==> src/rtl/jk_bank_arbiter_if.sv <==
// Requester-side bus of the shared JK bank arbiter.
// Signals (per requester i, masks packed at [i*WIDTH +: WIDTH]):
//   req_valid   requester i has a command pending
//   req_ready_c one-hot grant, combinational
//   req_j/req_k per-bit J/K masks
//   req_lock    keep priority after a transfer (only with ARB_LOCK_EN)
// Modports: master = requester side, slave = arbiter side.
interface jk_bank_arbiter_if #(
  parameter int unsigned WIDTH = 8,
  parameter int unsigned NREQ  = 4
);
  logic [NREQ-1:0]       req_valid;
  logic [NREQ-1:0]       req_ready_c;
  logic [NREQ*WIDTH-1:0] req_j;
  logic [NREQ*WIDTH-1:0] req_k;
`ifdef ARB_LOCK_EN
  logic [NREQ-1:0]       req_lock;

  modport master (output req_valid, req_j, req_k, req_lock, input req_ready_c);
  modport slave  (input req_valid, req_j, req_k, req_lock, output req_ready_c);
`else
  modport master (output req_valid, req_j, req_k, input req_ready_c);
  modport slave  (input req_valid, req_j, req_k, output req_ready_c);
`endif
endinterface

==> src/rtl/jk_bank_arbiter.sv <==
// Round-robin arbiter sharing one bank of WIDTH JK flip-flops between NREQ
// requesters. The winner's masks are applied at the transfer edge with
// Q <= (J & ~Q) | (~K & Q).
// Ports:
//   clk_i        rising-edge clock
//   rst_n_i      synchronous active-low reset
//   req          requester bus (jk_bank_arbiter_if.slave)
//   q_o          JK bank state, registered
//   gnt_valid_o  a command was applied at the last edge
//   gnt_id_o     requester whose command was applied (holds when idle)
//   cmd_count_o  commands applied since reset, saturating
// Optional feature: define ARB_LOCK_EN to add req_lock; a locked transfer
// leaves the round-robin pointer on the winner so it keeps priority.
module jk_bank_arbiter #(
  parameter int unsigned WIDTH = 8,
  parameter int unsigned NREQ  = 4,
  localparam int unsigned IDW  = (NREQ > 1) ? $clog2(NREQ) : 1,
  localparam int unsigned CW   = 16
) (
  input  logic             clk_i,
  input  logic             rst_n_i,
  jk_bank_arbiter_if.slave req,
  output logic [WIDTH-1:0] q_o,
  output logic             gnt_valid_o,
  output logic [IDW-1:0]   gnt_id_o,
  output logic [CW-1:0]    cmd_count_o
);

  logic [WIDTH-1:0] q_q, q_d;
  logic [IDW-1:0]   ptr_q, ptr_d;
  logic             gnt_valid_q, gnt_valid_d;
  logic [IDW-1:0]   gnt_id_q, gnt_id_d;
  logic [CW-1:0]    cnt_q, cnt_d;

  logic             xfer_c;
  logic [IDW-1:0]   win_c;
  logic [NREQ-1:0]  gnt_c;
  logic [WIDTH-1:0] j_c, k_c;
  logic             lock_c;

  // Round-robin pick: first pass covers [ptr, NREQ-1], second wraps to [0, ptr-1].
  always_comb begin
    xfer_c = 1'b0;
    win_c  = '0;
    for (int unsigned i = 0; i < NREQ; i++) begin
      if (!xfer_c && req.req_valid[i] && (32'(ptr_q) <= i)) begin
        xfer_c = 1'b1;
        win_c  = IDW'(i);
      end
    end
    for (int unsigned i = 0; i < NREQ; i++) begin
      if (!xfer_c && req.req_valid[i]) begin
        xfer_c = 1'b1;
        win_c  = IDW'(i);
      end
    end
    // No grant is offered while reset is asserted.
    if (!rst_n_i) begin
      xfer_c = 1'b0;
    end
  end

  // One-hot ready and winner mask/lock selection.
  always_comb begin
    gnt_c  = '0;
    j_c    = '0;
    k_c    = '0;
    lock_c = 1'b0;
    for (int unsigned i = 0; i < NREQ; i++) begin
      if (win_c == IDW'(i)) begin
        gnt_c[i] = xfer_c;
        j_c      = req.req_j[i*WIDTH +: WIDTH];
        k_c      = req.req_k[i*WIDTH +: WIDTH];
`ifdef ARB_LOCK_EN
        lock_c   = req.req_lock[i];
`endif
      end
    end
  end

  assign req.req_ready_c = gnt_c;

  // Next state: bank update, pointer advance (or stay when locked), grant info, count.
  always_comb begin
    q_d         = q_q;
    ptr_d       = ptr_q;
    gnt_valid_d = 1'b0;
    gnt_id_d    = gnt_id_q;
    cnt_d       = cnt_q;
    if (xfer_c) begin
      q_d         = (j_c & ~q_q) | (~k_c & q_q);
      gnt_valid_d = 1'b1;
      gnt_id_d    = win_c;
      if (cnt_q != {CW{1'b1}}) begin
        cnt_d = cnt_q + CW'(1);
      end
      if (lock_c) begin
        ptr_d = win_c;
      end else if (win_c == IDW'(NREQ - 1)) begin
        ptr_d = '0;
      end else begin
        ptr_d = win_c + IDW'(1);
      end
    end
  end

  // State registers; reset wins over a same-cycle command.
  always_ff @(posedge clk_i) begin
    if (!rst_n_i) begin
      q_q         <= '0;
      ptr_q       <= '0;
      gnt_valid_q <= 1'b0;
      gnt_id_q    <= '0;
      cnt_q       <= '0;
    end else begin
      q_q         <= q_d;
      ptr_q       <= ptr_d;
      gnt_valid_q <= gnt_valid_d;
      gnt_id_q    <= gnt_id_d;
      cnt_q       <= cnt_d;
    end
  end

  assign q_o         = q_q;
  assign gnt_valid_o = gnt_valid_q;
  assign gnt_id_o    = gnt_id_q;
  assign cmd_count_o = cnt_q;

endmodule

==> src/flat_wrapper.sv <==
// flat-port wrapper written by rule: the top's interface ports become plain ports
module jk_bank_arbiter_flat 
#(
  parameter int unsigned WIDTH = 8,
  parameter int unsigned NREQ  = 4,
  localparam int unsigned IDW  = (NREQ > 1) ? $clog2(NREQ) : 1,
  localparam int unsigned CW   = 16
)
  (clk_i, rst_n_i, q_o, gnt_valid_o, gnt_id_o, cmd_count_o, req_req_valid, req_req_j, req_req_k, req_req_ready_c);
  jk_bank_arbiter_if #(.WIDTH(WIDTH), .NREQ(NREQ)) req_i ();
  input  logic clk_i;
  input  logic rst_n_i;
  output logic [WIDTH-1:0] q_o;
  output logic gnt_valid_o;
  output logic [IDW-1:0] gnt_id_o;
  output logic [CW-1:0] cmd_count_o;
  input wire logic [$bits(req_i.req_valid)-1:0] req_req_valid;
  input wire logic [$bits(req_i.req_j)-1:0] req_req_j;
  input wire logic [$bits(req_i.req_k)-1:0] req_req_k;
  output wire logic [$bits(req_i.req_ready_c)-1:0] req_req_ready_c;
  assign req_i.req_valid = req_req_valid;
  assign req_i.req_j = req_req_j;
  assign req_i.req_k = req_req_k;
  assign req_req_ready_c = req_i.req_ready_c;
  jk_bank_arbiter #(.WIDTH(WIDTH), .NREQ(NREQ)) u_core (.clk_i(clk_i), .rst_n_i(rst_n_i), .req(req_i), .q_o(q_o), .gnt_valid_o(gnt_valid_o), .gnt_id_o(gnt_id_o), .cmd_count_o(cmd_count_o));
endmodule
==> config.mk <==
export PLATFORM = sky130hd
export DESIGN_NAME = jk_bank_arbiter_flat
export DESIGN_NICKNAME = d
export VERILOG_FILES = /design/src/rtl/jk_bank_arbiter_if.sv /design/src/rtl/jk_bank_arbiter.sv /design/src/flat_wrapper.sv
export SDC_FILE = /design/constraint.sdc
export NUM_CORES = 1
export LEC_CHECK = 0
export ABC_AREA = 1
export CAP_MARGIN = 20
export CORE_MARGIN = 3
export CORE_UTILIZATION = 40
export CTS_CLUSTER_SIZE = 25
export DETAILED_ROUTE_END_ITERATION = 8
export GPL_ROUTABILITY_DRIVEN = 0
export PLACE_DENSITY = 0.75
export SLEW_MARGIN = 40
export SYNTH_ARGS = -nofsm -noshare
export SYNTH_HDL_FRONTEND = slang
export SYNTH_SLANG_ARGS = --single-unit
==> constraint.sdc <==
create_clock -name clk_i -period 3.4 [get_ports clk_i]
set_clock_uncertainty 0.1 [all_clocks]
set_input_delay 1.02 -clock clk_i [delete_from_list [all_inputs] [get_ports clk_i]]
set_output_delay 1.02 -clock clk_i [all_outputs]
set_load 0.03 [all_outputs]
### Word-level counts from Yosys, hierarchy flattened

Index checks and enable logic that the tools add are counted.

| word-level totals | value |
|---|---|
| bits in registers | 29 |
| input port bits | 70 |
| output and inout port bits | 31 |

| operators by class | value |
|---|---|
| reductions and logical operators | 19 |
| multiplexer cells | 30 |
| equal/unequal tests | 4 |
| add/subtract/negate cells | 2 |
| bitwise operators | 5 |
| magnitude comparators | 3 |

Operators by type and width:

| kind | count |
|---|---|
| 8-bit two-way mux | 8 |
| 16-bit by 1-bit adder with 16-bit output, second input constant | 1 |
| 8-bit AND | 2 |
| 16-bit != test, second input constant | 1 |
| 8-bit NOT | 2 |
| 1-bit two-way mux | 15 |
| 2-bit two-way mux | 7 |
| 1-bit logical AND | 10 |
| 8-bit OR | 1 |
| 1-bit logical NOT | 7 |
| 2-bit equality test, second input constant | 2 |
| 2-bit by 1-bit <= comparator with 1-bit output, second input constant | 2 |
| 2-bit by 1-bit adder with 2-bit output, second input constant | 1 |
| 2-bit by 1-bit equality test with 1-bit output, second input constant | 1 |
| 2-bit <= comparator, second input constant | 1 |
| 2-bit logical NOT | 1 |
| 2-bit AND reduction | 1 |

### Depth between registers and ports, before layout

Gate-level depths: netlist of the first run.

| depth | value |
|---|---|
| word-level depth | 34 |
| gate-level depth with buffers | 19 |

### Worst setup path before layout of the first run

No wires, ideal clock.

| path | value |
|---|---|
| path kind | input to output |
| from | input port req_req_valid[0] |
| to | output port req_req_ready_c[2] |
| required time | 2.280 ns |
| data arrival time | 2.521 ns |
| setup slack | -0.241 ns |
| stages | 9 |
| cells stage by stage | nand2_1 > nand2_1 > nand2_1 > nand3_1 > o21ai_0 > ha_1 > inv_1 > clkbuf_1 > nor2_1 |

| between the ends | value |
|---|---|
| word-level cells in the longest chain between the ends | 27 |

Ends and longest elaborated chain:

| element | RTL line | RTL |
|---|---|---|
| start: declaration | flat_wrapper.sv:17 | `input wire logic [$bits(req_i.req_valid)-1:0] req_req_valid;` |
| 1-bit logical AND | jk_bank_arbiter.sv:46 | `if (!xfer_c && req.req_valid[i] && (32'(ptr_q) <= i)) begin` |
| 1-bit two-way mux | jk_bank_arbiter.sv:46 |  |
| 1-bit logical NOT | jk_bank_arbiter.sv:46 |  |
| 1-bit logical AND (2 in a row) | jk_bank_arbiter.sv:46 |  |
| 1-bit two-way mux | jk_bank_arbiter.sv:46 |  |
| 1-bit logical NOT | jk_bank_arbiter.sv:46 |  |
| 1-bit logical AND (2 in a row) | jk_bank_arbiter.sv:46 |  |
| 1-bit two-way mux | jk_bank_arbiter.sv:46 |  |
| [... 10 more ...] | -- |  |
| 1-bit logical AND | jk_bank_arbiter.sv:52 | `if (!xfer_c && req.req_valid[i]) begin` |
| 1-bit two-way mux | jk_bank_arbiter.sv:52 |  |
| 1-bit logical NOT | jk_bank_arbiter.sv:52 |  |
| 1-bit logical AND | jk_bank_arbiter.sv:52 |  |
| 2-bit two-way mux (*) | jk_bank_arbiter.sv:52 |  |
| via u_core.win_c[1] | jk_bank_arbiter.sv:36 | `logic [IDW-1:0] win_c;` |
| 2-bit equality test (*) | jk_bank_arbiter.sv:70 | `if (win_c == IDW'(i)) begin` |
| 1-bit two-way mux (*) | jk_bank_arbiter.sv:70 |  |
| end: declaration | flat_wrapper.sv:20 | `output wire logic [$bits(req_i.req_ready_c)-1:0] req_req_ready_c;` |

Mark *: on every way through the listed nets, which the timed path passes. The rest lies on a longest branch.

### Final worst setup path of the first run

| path | value |
|---|---|
| from | input port req_req_valid[2] |
| to | output port req_req_ready_c[0] |

| between the ends | value |
|---|---|
| word-level cells in the longest chain between the ends | 20 |

Ends and longest elaborated chain:

| element | RTL line |
|---|---|
| 1-bit logical AND (2 in a row) | jk_bank_arbiter.sv:46 |
| 1-bit two-way mux | jk_bank_arbiter.sv:46 |
| 1-bit logical NOT | jk_bank_arbiter.sv:46 |
| 1-bit logical AND | jk_bank_arbiter.sv:46 |
| 1-bit two-way mux | jk_bank_arbiter.sv:46 |
| 1-bit logical NOT | jk_bank_arbiter.sv:52 |
| 1-bit logical AND | jk_bank_arbiter.sv:52 |
| 1-bit two-way mux | jk_bank_arbiter.sv:52 |
| [... 4 more ...] | -- |
| 1-bit logical AND | jk_bank_arbiter.sv:52 |
| 1-bit two-way mux | jk_bank_arbiter.sv:52 |
| 1-bit logical NOT | jk_bank_arbiter.sv:52 |
| 1-bit logical AND | jk_bank_arbiter.sv:52 |
| 2-bit two-way mux (*) | jk_bank_arbiter.sv:52 |
| via u_core.win_c[0] | jk_bank_arbiter.sv:36 |
| 2-bit logical NOT (*) | jk_bank_arbiter.sv:70 |
| 1-bit two-way mux (*) | jk_bank_arbiter.sv:70 |

Marked as above.

==> results of run 1 <==
==> metrics by stage <==
step	power (mW)	instances	instance area [sq um]	setup slack, ps	utilization
floorplan	0.655	387	2300	32.4	-
global placement	0.861	556	3420	-339	0.645
detailed placement	0.866	556	3420	-433	0.645
CTS	1.22	581	3730	11.3	0.704
global route	1.32	584	3800	3.30	0.716
finish	1.25	584	3800	45.9	0.716
==> kinds of logic after synthesis <==
group                    after synthesis  synth area share
AO/OA/AOI/OAI                         59             0.143
XOR/XNOR                               4            0.0154
adder cells (fa/ha/maj)                5            0.0274
buffers and inverters                 51            0.0976
flip-flops                            29             0.254
AND/OR/NAND/NOR                      239             0.462
==> cell usage in the layout, fill, tap and decap left out, drive strengths merged <==
cell type / Yosys / final
nand2: 136 / 136
clkdlybuf4s50: 0 / 92
nor2: 49 / 51
buf: 10 / 42
a21oi: 40 / 40
nand3: 35 / 35
inv: 33 / 33
dfxtp: 29 / 29
o21ai: 15 / 15
nand4: 10 / 10
clkbuf: 8 / 8
ha: 5 / 5
or2: 4 / 4
nand3b: 3 / 3
xor2: 2 / 2
xnor2: 2 / 2
a21boi: 1 / 1
and3: 1 / 1
o211ai: 1 / 1
a211oi: 1 / 1
a31oi: 1 / 1
and2: 1 / 1
clkinv: 0 / 1
==> per-layer routing <==
layer / part of all wire / vias to the layer above
met5: 0.0011 / -
met4: 0.041 / 2
met1: 0.41 / 1330
li1: - / 1498
met2: 0.44 / 148
met3: 0.11 / 35
==> worst reg2reg max path, cell delays in order, from the launching register on <==
cell and delay [ps]:
dfxtp_1 340, nand2_1 120, a21oi_4 220, nand3_4 120
buf_4 150, buf_4 130, buf_4 120, buf_4 120
buf_4 120, buf_4 120, buf_4 120, buf_4 120
buf_4 130, buf_4 130, nor2_4 230, nor2_4 110
nand2_1 80, nand2_1 40, nand2_1 50, inv_1 40
==> report_power, final <==
| part | switching (mW) | leakage (nW) | internal [mW] |
|---|---|---|---|
| combinational | 0.291 | 1.29 | 0.256 |
| sequential | 0.0205 | 0.237 | 0.363 |
| clock | 0.134 | 0.0542 | 0.183 |
==> layout make-up <==
class	instances	area [sq um]	share of cell area
Inverter	33	126	0.0333
Tap cell	70	87.6	0.0231
Clock buffer	7	96.3	0.0254
Timing Repair Buffer	135	1260	0.332
Sequential cell	29	581	0.153
Multi-Input combinational cell	309	1640	0.432
Clock inverter	1	5.00	0.00132
==> how the worst min path moves through the flow <==
stage	start	to	slack, ps	cells after the start
floorplan	u_core.ptr_q[1]	u_core.ptr_q[1]	360	2
CTS	u_core.q_o[6]	u_core.q_o[6]	410	2
detailed placement	u_core.ptr_q[1]	u_core.ptr_q[1]	390	2
global route	u_core.cmd_count_o[1]	u_core.cmd_count_o[1]	450	2
finish	u_core.q_o[6]	u_core.q_o[6]	420	2
global placement	u_core.q_o[6]	u_core.q_o[6]	390	2
==> sequential cells by signal, summed over array words and instances, names as in the netlist <==
signal	cells
u_core.gnt_valid_o	1
u_core.ptr_q	2
u_core.gnt_id_o	2
u_core.cmd_count_o	16
u_core.q_o	8
==> repair_timing <==
item                       in CTS  in global routing
pin swaps                      11                  9
buffers inserted               17                  2
gates resized for setup        36                 18
setup endpoints to repair       4                 24
cloned                          0                  2
==> flow_summary.yaml, run 1 <==
finish:
  fill_cells: 454
  drive_gt1_frac: 0.191
  antenna_cells: 0
  syn2layout_area_growth_pct: 66.4
  nets: 588
run_status:
  status: "complete, no violations"
setup_path:
  cp_top_family: "simple AND/OR/NAND/NOR gates"
  critPathSlowestCell: "a21oi_4"
  cp-end-kind: "output port"
  critical_path_buf_inv_count: 4
  r2r_end: "u_core.q_o[3]"
  reg2reg_depth: 19
  criticalPathCategory: "in2out"
  timing.rr.start: "u_core.ptr_q[1]"
  path_cells: "buf_2 -> a21oi_4 -> nand4_1 -> nand2_4 -> inv_4 -> ha_4 -> inv_2 -> nor2_1 -> buf_4"
  startpoint_type: "input pin"
  cp_max_fo: 4
  cp_num_cells: 9
  cp.arrival_ps: 2230
  cp-startpoint: "req_req_valid[2]"
  slowest_delay_ps: 220
  crit_end: "req_req_ready_c[0]"
  required_ps: 2280
  rrSetupSlack_ps: 600
timing:
  final_hold_viol_count: 0
  holdWs_ps: 417
  worst_slew_pin_slew_ps: 381
  finalSetupViolCount: 0
  fmax_ghz: 0.298
  max-slew-margin-rel: 0.746
  slew_violations: 0
  tns_ps: 0
  finalCriticalPeriod_ps: 3350
  rsz0062_at_grt: "no"
  finalCritPeriodShare: 0.986
global_routing:
  grt-ovfl-total: 0
  grt_pass1_wl_um: 13400
  busiest_layer: "met2"
  use_met2: 0.430
  gr-usage-met1: 0.307
  grt_usage: 0.258
  grt_max_degree: 22
  grt_pass1_vias: 2760
  use_met3: 0.0735
  antenna_found_initial: 1
yosys:
  yosysWarnings: 0
  synth_top_area_cell: "dfxtp_1"
  synthTopCellsByArea: "dfxtp_1 (25%), nand2_1 (22%), a21oi_1 (7.5%), nand3_1 (7.2%), nor2_1 (7.1%)"
  synth_ff_type: "dfxtp_1"
  yosysSeqAreaShare: 0.254
  yosysUniqueCellTypes: 31
  synth_cells: 387
  synth-edff-count: 0
  ys_ff_latch: 29
  synth.top_cell.area_share: 0.254
  syn_area_per_cell_sq_um: 5.90
  synthTopCellsByCount: "nand2_1 (133), nor2_1 (43), a21oi_1 (34), inv_1 (33), nand3_1 (33)"
  synth_most_common_cell: "nand2_1"
  synthesis.nets: 462
  synth.cell_area_sq_mm: 0.00228
  async_flop_share: 0
route:
  dr_total_vias: 3013
  ant_nets: 0
  totalWireLength_um: 9010
  dr.pass1.iters: 4
  avgViaCountPerCell: 5.16
  drc: 0
  wire_per_inst_um: 15.4
  drtIter0Drc: 144
floorplan:
  die_y_um: 81.5
  core_area_sq_mm: 0.00530
  die_area_sq_mm: 0.00665
  start_util: 0.430
  die_x_um: 81.5
  num_rows: 26
  num_io_pins: 101
placement:
  io_buffers: 100
  dp_hpwl_um: 5970
cts:
  cts_tree: "yes"
  cts.sinks: 29
  cts_inserted_buffers: 5
  clkLatencyLatePin_ps: 280
  htree_levels: 2
  clock_tree.buffer_depth: 2
  clk_pin_slew_ps: 60
  cts_root_buffer: "clkbuf_8"
  postCtsHoldBufs: 0
hold_path:
  hold_path.class: "reg2reg"
power_and_ir_drop:
  power.density_mw_per_mm2: 328
  irDropWorstVdd_mv: 0.369
  p_leak_nw: 1.58
flow_run:
  cap_violations: 0
Note: power is estimated with default switching activity, not from simulation.
==> run 2: changes to the inputs <==
--- a/config.mk
+++ b/config.mk
@@ -11,8 +11,9 @@
 export CORE_UTILIZATION = 40
 export CTS_CLUSTER_SIZE = 25
 export DETAILED_ROUTE_END_ITERATION = 8
+export DONT_BUFFER_PORTS = 1
 export GPL_ROUTABILITY_DRIVEN = 0
-export PLACE_DENSITY = 0.75
+export PLACE_DENSITY = 0.52
 export SLEW_MARGIN = 40
 export SYNTH_ARGS = -nofsm -noshare
 export SYNTH_HDL_FRONTEND = slang
==> run 2 against run 1 <==
  * Sequential power rose by 11%
  * Clock power hardly changed
  * Routed wire length decreased by 29%
  * First-iteration DRC count decreased by 19%
  * Final cell count is 21% lower
  * Register-to-register slack improved by 150 ps
  * Largest cell class unchanged
==> flow_summary.yaml, run 2 (synthesis results as in run 1) <==
setup_path:
  critPathSlowestCell: "ha_1"
  critical_path_buf_inv_count: 3
  criticalPathCategory: "in2out"
  cp_top_family: "simple AND/OR/NAND/NOR gates"
  startpoint_type: "input pin"
  reg2reg_depth: 16
  rrSetupSlack_ps: 750
  r2r_end: "u_core.q_o[4]"
  crit_top_cell: "nand2_1"
  timing.rr.start: "u_core.ptr_q[1]"
  path_cells: "nand2_1 -> nand2_1 -> nand2_1 -> nand3_2 -> o21ai_2 -> inv_1 -> ha_1 -> inv_1 -> nor2_2 -> buf_4"
  cp.arrival_ps: 2150
  required_ps: 2280
  cp-end-kind: "output port"
  cp_max_fo: 5
  slowest_delay_ps: 210
power_and_ir_drop:
  power.density_mw_per_mm2: 412
  irDropWorstVdd_mv: 0.286
  p_leak_nw: 1.07
  p_total_mw: 1.03
cts:
  cts.sinks: 29
  postCtsHoldBufs: 0
  htree_levels: 2
  cts_root_buffer: "clkbuf_8"
  clock_tree.buffer_depth: 2
  clkLatencyLatePin_ps: 280
  cts_inserted_buffers: 5
  cts_tree: "yes"
  clk_pin_slew_ps: 60
floorplan:
  die_y_um: 81.5
  die_x_um: 81.5
  core_area_sq_mm: 0.00530
  num_io_pins: 101
  num_rows: 26
  start_util: 0.430
  die_area_sq_mm: 0.00665
finish:
  largest_register_ffs: 16
  final_cell_mix: "nand2_1 (133), nor2_1 (40), a21oi_1 (34), inv_1 (32), nand3_1 (32)"
  drive_gt1_frac: 0.123
  final_common_cell: "nand2_1"
  syn2layout_area_growth_pct: 9.05
  nets: 463
  antenna_cells: 0
  stdcell_area_sq_mm: 0.00249
  fin_util: 0.469
  fill_cells: 612
  layout.cells.non_filler: 459
route:
  dr_total_vias: 2369
  ant_nets: 0
  dr.pass1.iters: 4
  totalWireLength_um: 6360
  wire_per_inst_um: 13.9
  drtIter0Drc: 117
  avgViaCountPerCell: 5.16
  drc: 0
global_routing:
  grt-ovfl-total: 0
  grt_usage: 0.193
  antenna_found_initial: 0
  grt_max_degree: 22
  grt_pass1_wl_um: 10000
  grt_pass1_vias: 2152
timing:
  worst_slack_ps: 126
  holdWs_ps: 427
  finalCritPeriodShare: 0.963
  finalSetupViolCount: 0
  final_hold_viol_count: 0
  fmax_ghz: 0.305
  rsz0062_at_grt: "no"
  slew_violations: 0
  tns_ps: 0
  worst_slew_pin_slew_ps: 504
  max-slew-margin-rel: 0.664
  finalCriticalPeriod_ps: 3270
placement:
  dpl_worst_slack_ps: 55.8
  dp_cells: 450
  dp_hpwl_um: 4810
  placed_cell_area_sq_mm: 0.00237
  io_buffers: 0
hold_path:
  hold_path.class: "reg2reg"
  hold-path-cell-count: 2
  holdPathEnd: "u_core.ptr_q[1]"
  hold_start: "u_core.ptr_q[1]"
flow_run:
  cap_violations: 0
run_status:
  status: "complete, no violations"
## run 2: timing repair
action	4_1_cts	5_1_grt
gates resized for setup	0	3
setup endpoints to repair	0	2
setup buffers	0	1
## run 2: how the worst max path moves through the flow
stage                startpoint            endpoint  slack [ps]  cells after the start
6_report       req_req_valid[0]  req_req_ready_c[1]         130                     10
2_1_floorplan  req_req_valid[0]  req_req_ready_c[2]          30                      9
3_5_place_dp   req_req_valid[0]  req_req_ready_c[0]          60                     10
4_1_cts        req_req_valid[0]  req_req_ready_c[0]          50                     10
5_1_grt        req_req_valid[0]  req_req_ready_c[0]          20                     10
3_3_place_gp   req_req_valid[0]  req_req_ready_c[1]         100                     10
## run 2: report_power, final
group	leakage (nW)	total (mW)	switching [mW]	internal [mW]
logic	0.782	0.284	0.176	0.108
clock network	0.0542	0.317	0.134	0.183
registers	0.237	0.425	0.0620	0.363
total	1.07	1.03	0.372	0.654
## run 2: worst min-delay path, delay by kind of cell, from the launching register on
family / cells / cell delay [ps]
flops: 1 / 310
buf+inv: 1 / 100
compound gates: 1 / 70
## run 2: cell type report
cell class,count,area (sq um),area share
Clock buffer,7,96.3,0.0387
Clock inverter,1,5.00,0.00201
Inverter,33,124,0.0498
Multi-Input combinational cell,307,1510,0.605
Sequential cell,29,581,0.233
Tap cell,70,87.6,0.0352
Timing Repair Buffer,12,90.1,0.0362
## run 2: metal layers
| metal | track usage | part of all wire | vias to the layer above |
|---|---|---|---|
| li1 | - | - | 1251 |
| met1 | 0.245 | 0.44 | 1043 |
| met2 | 0.324 | 0.47 | 67 |
| met3 | 0.0592 | 0.081 | 8 |
| met4 | 0.0355 | 0.0068 | 0 |
| met5 | 0 | 0 | - |
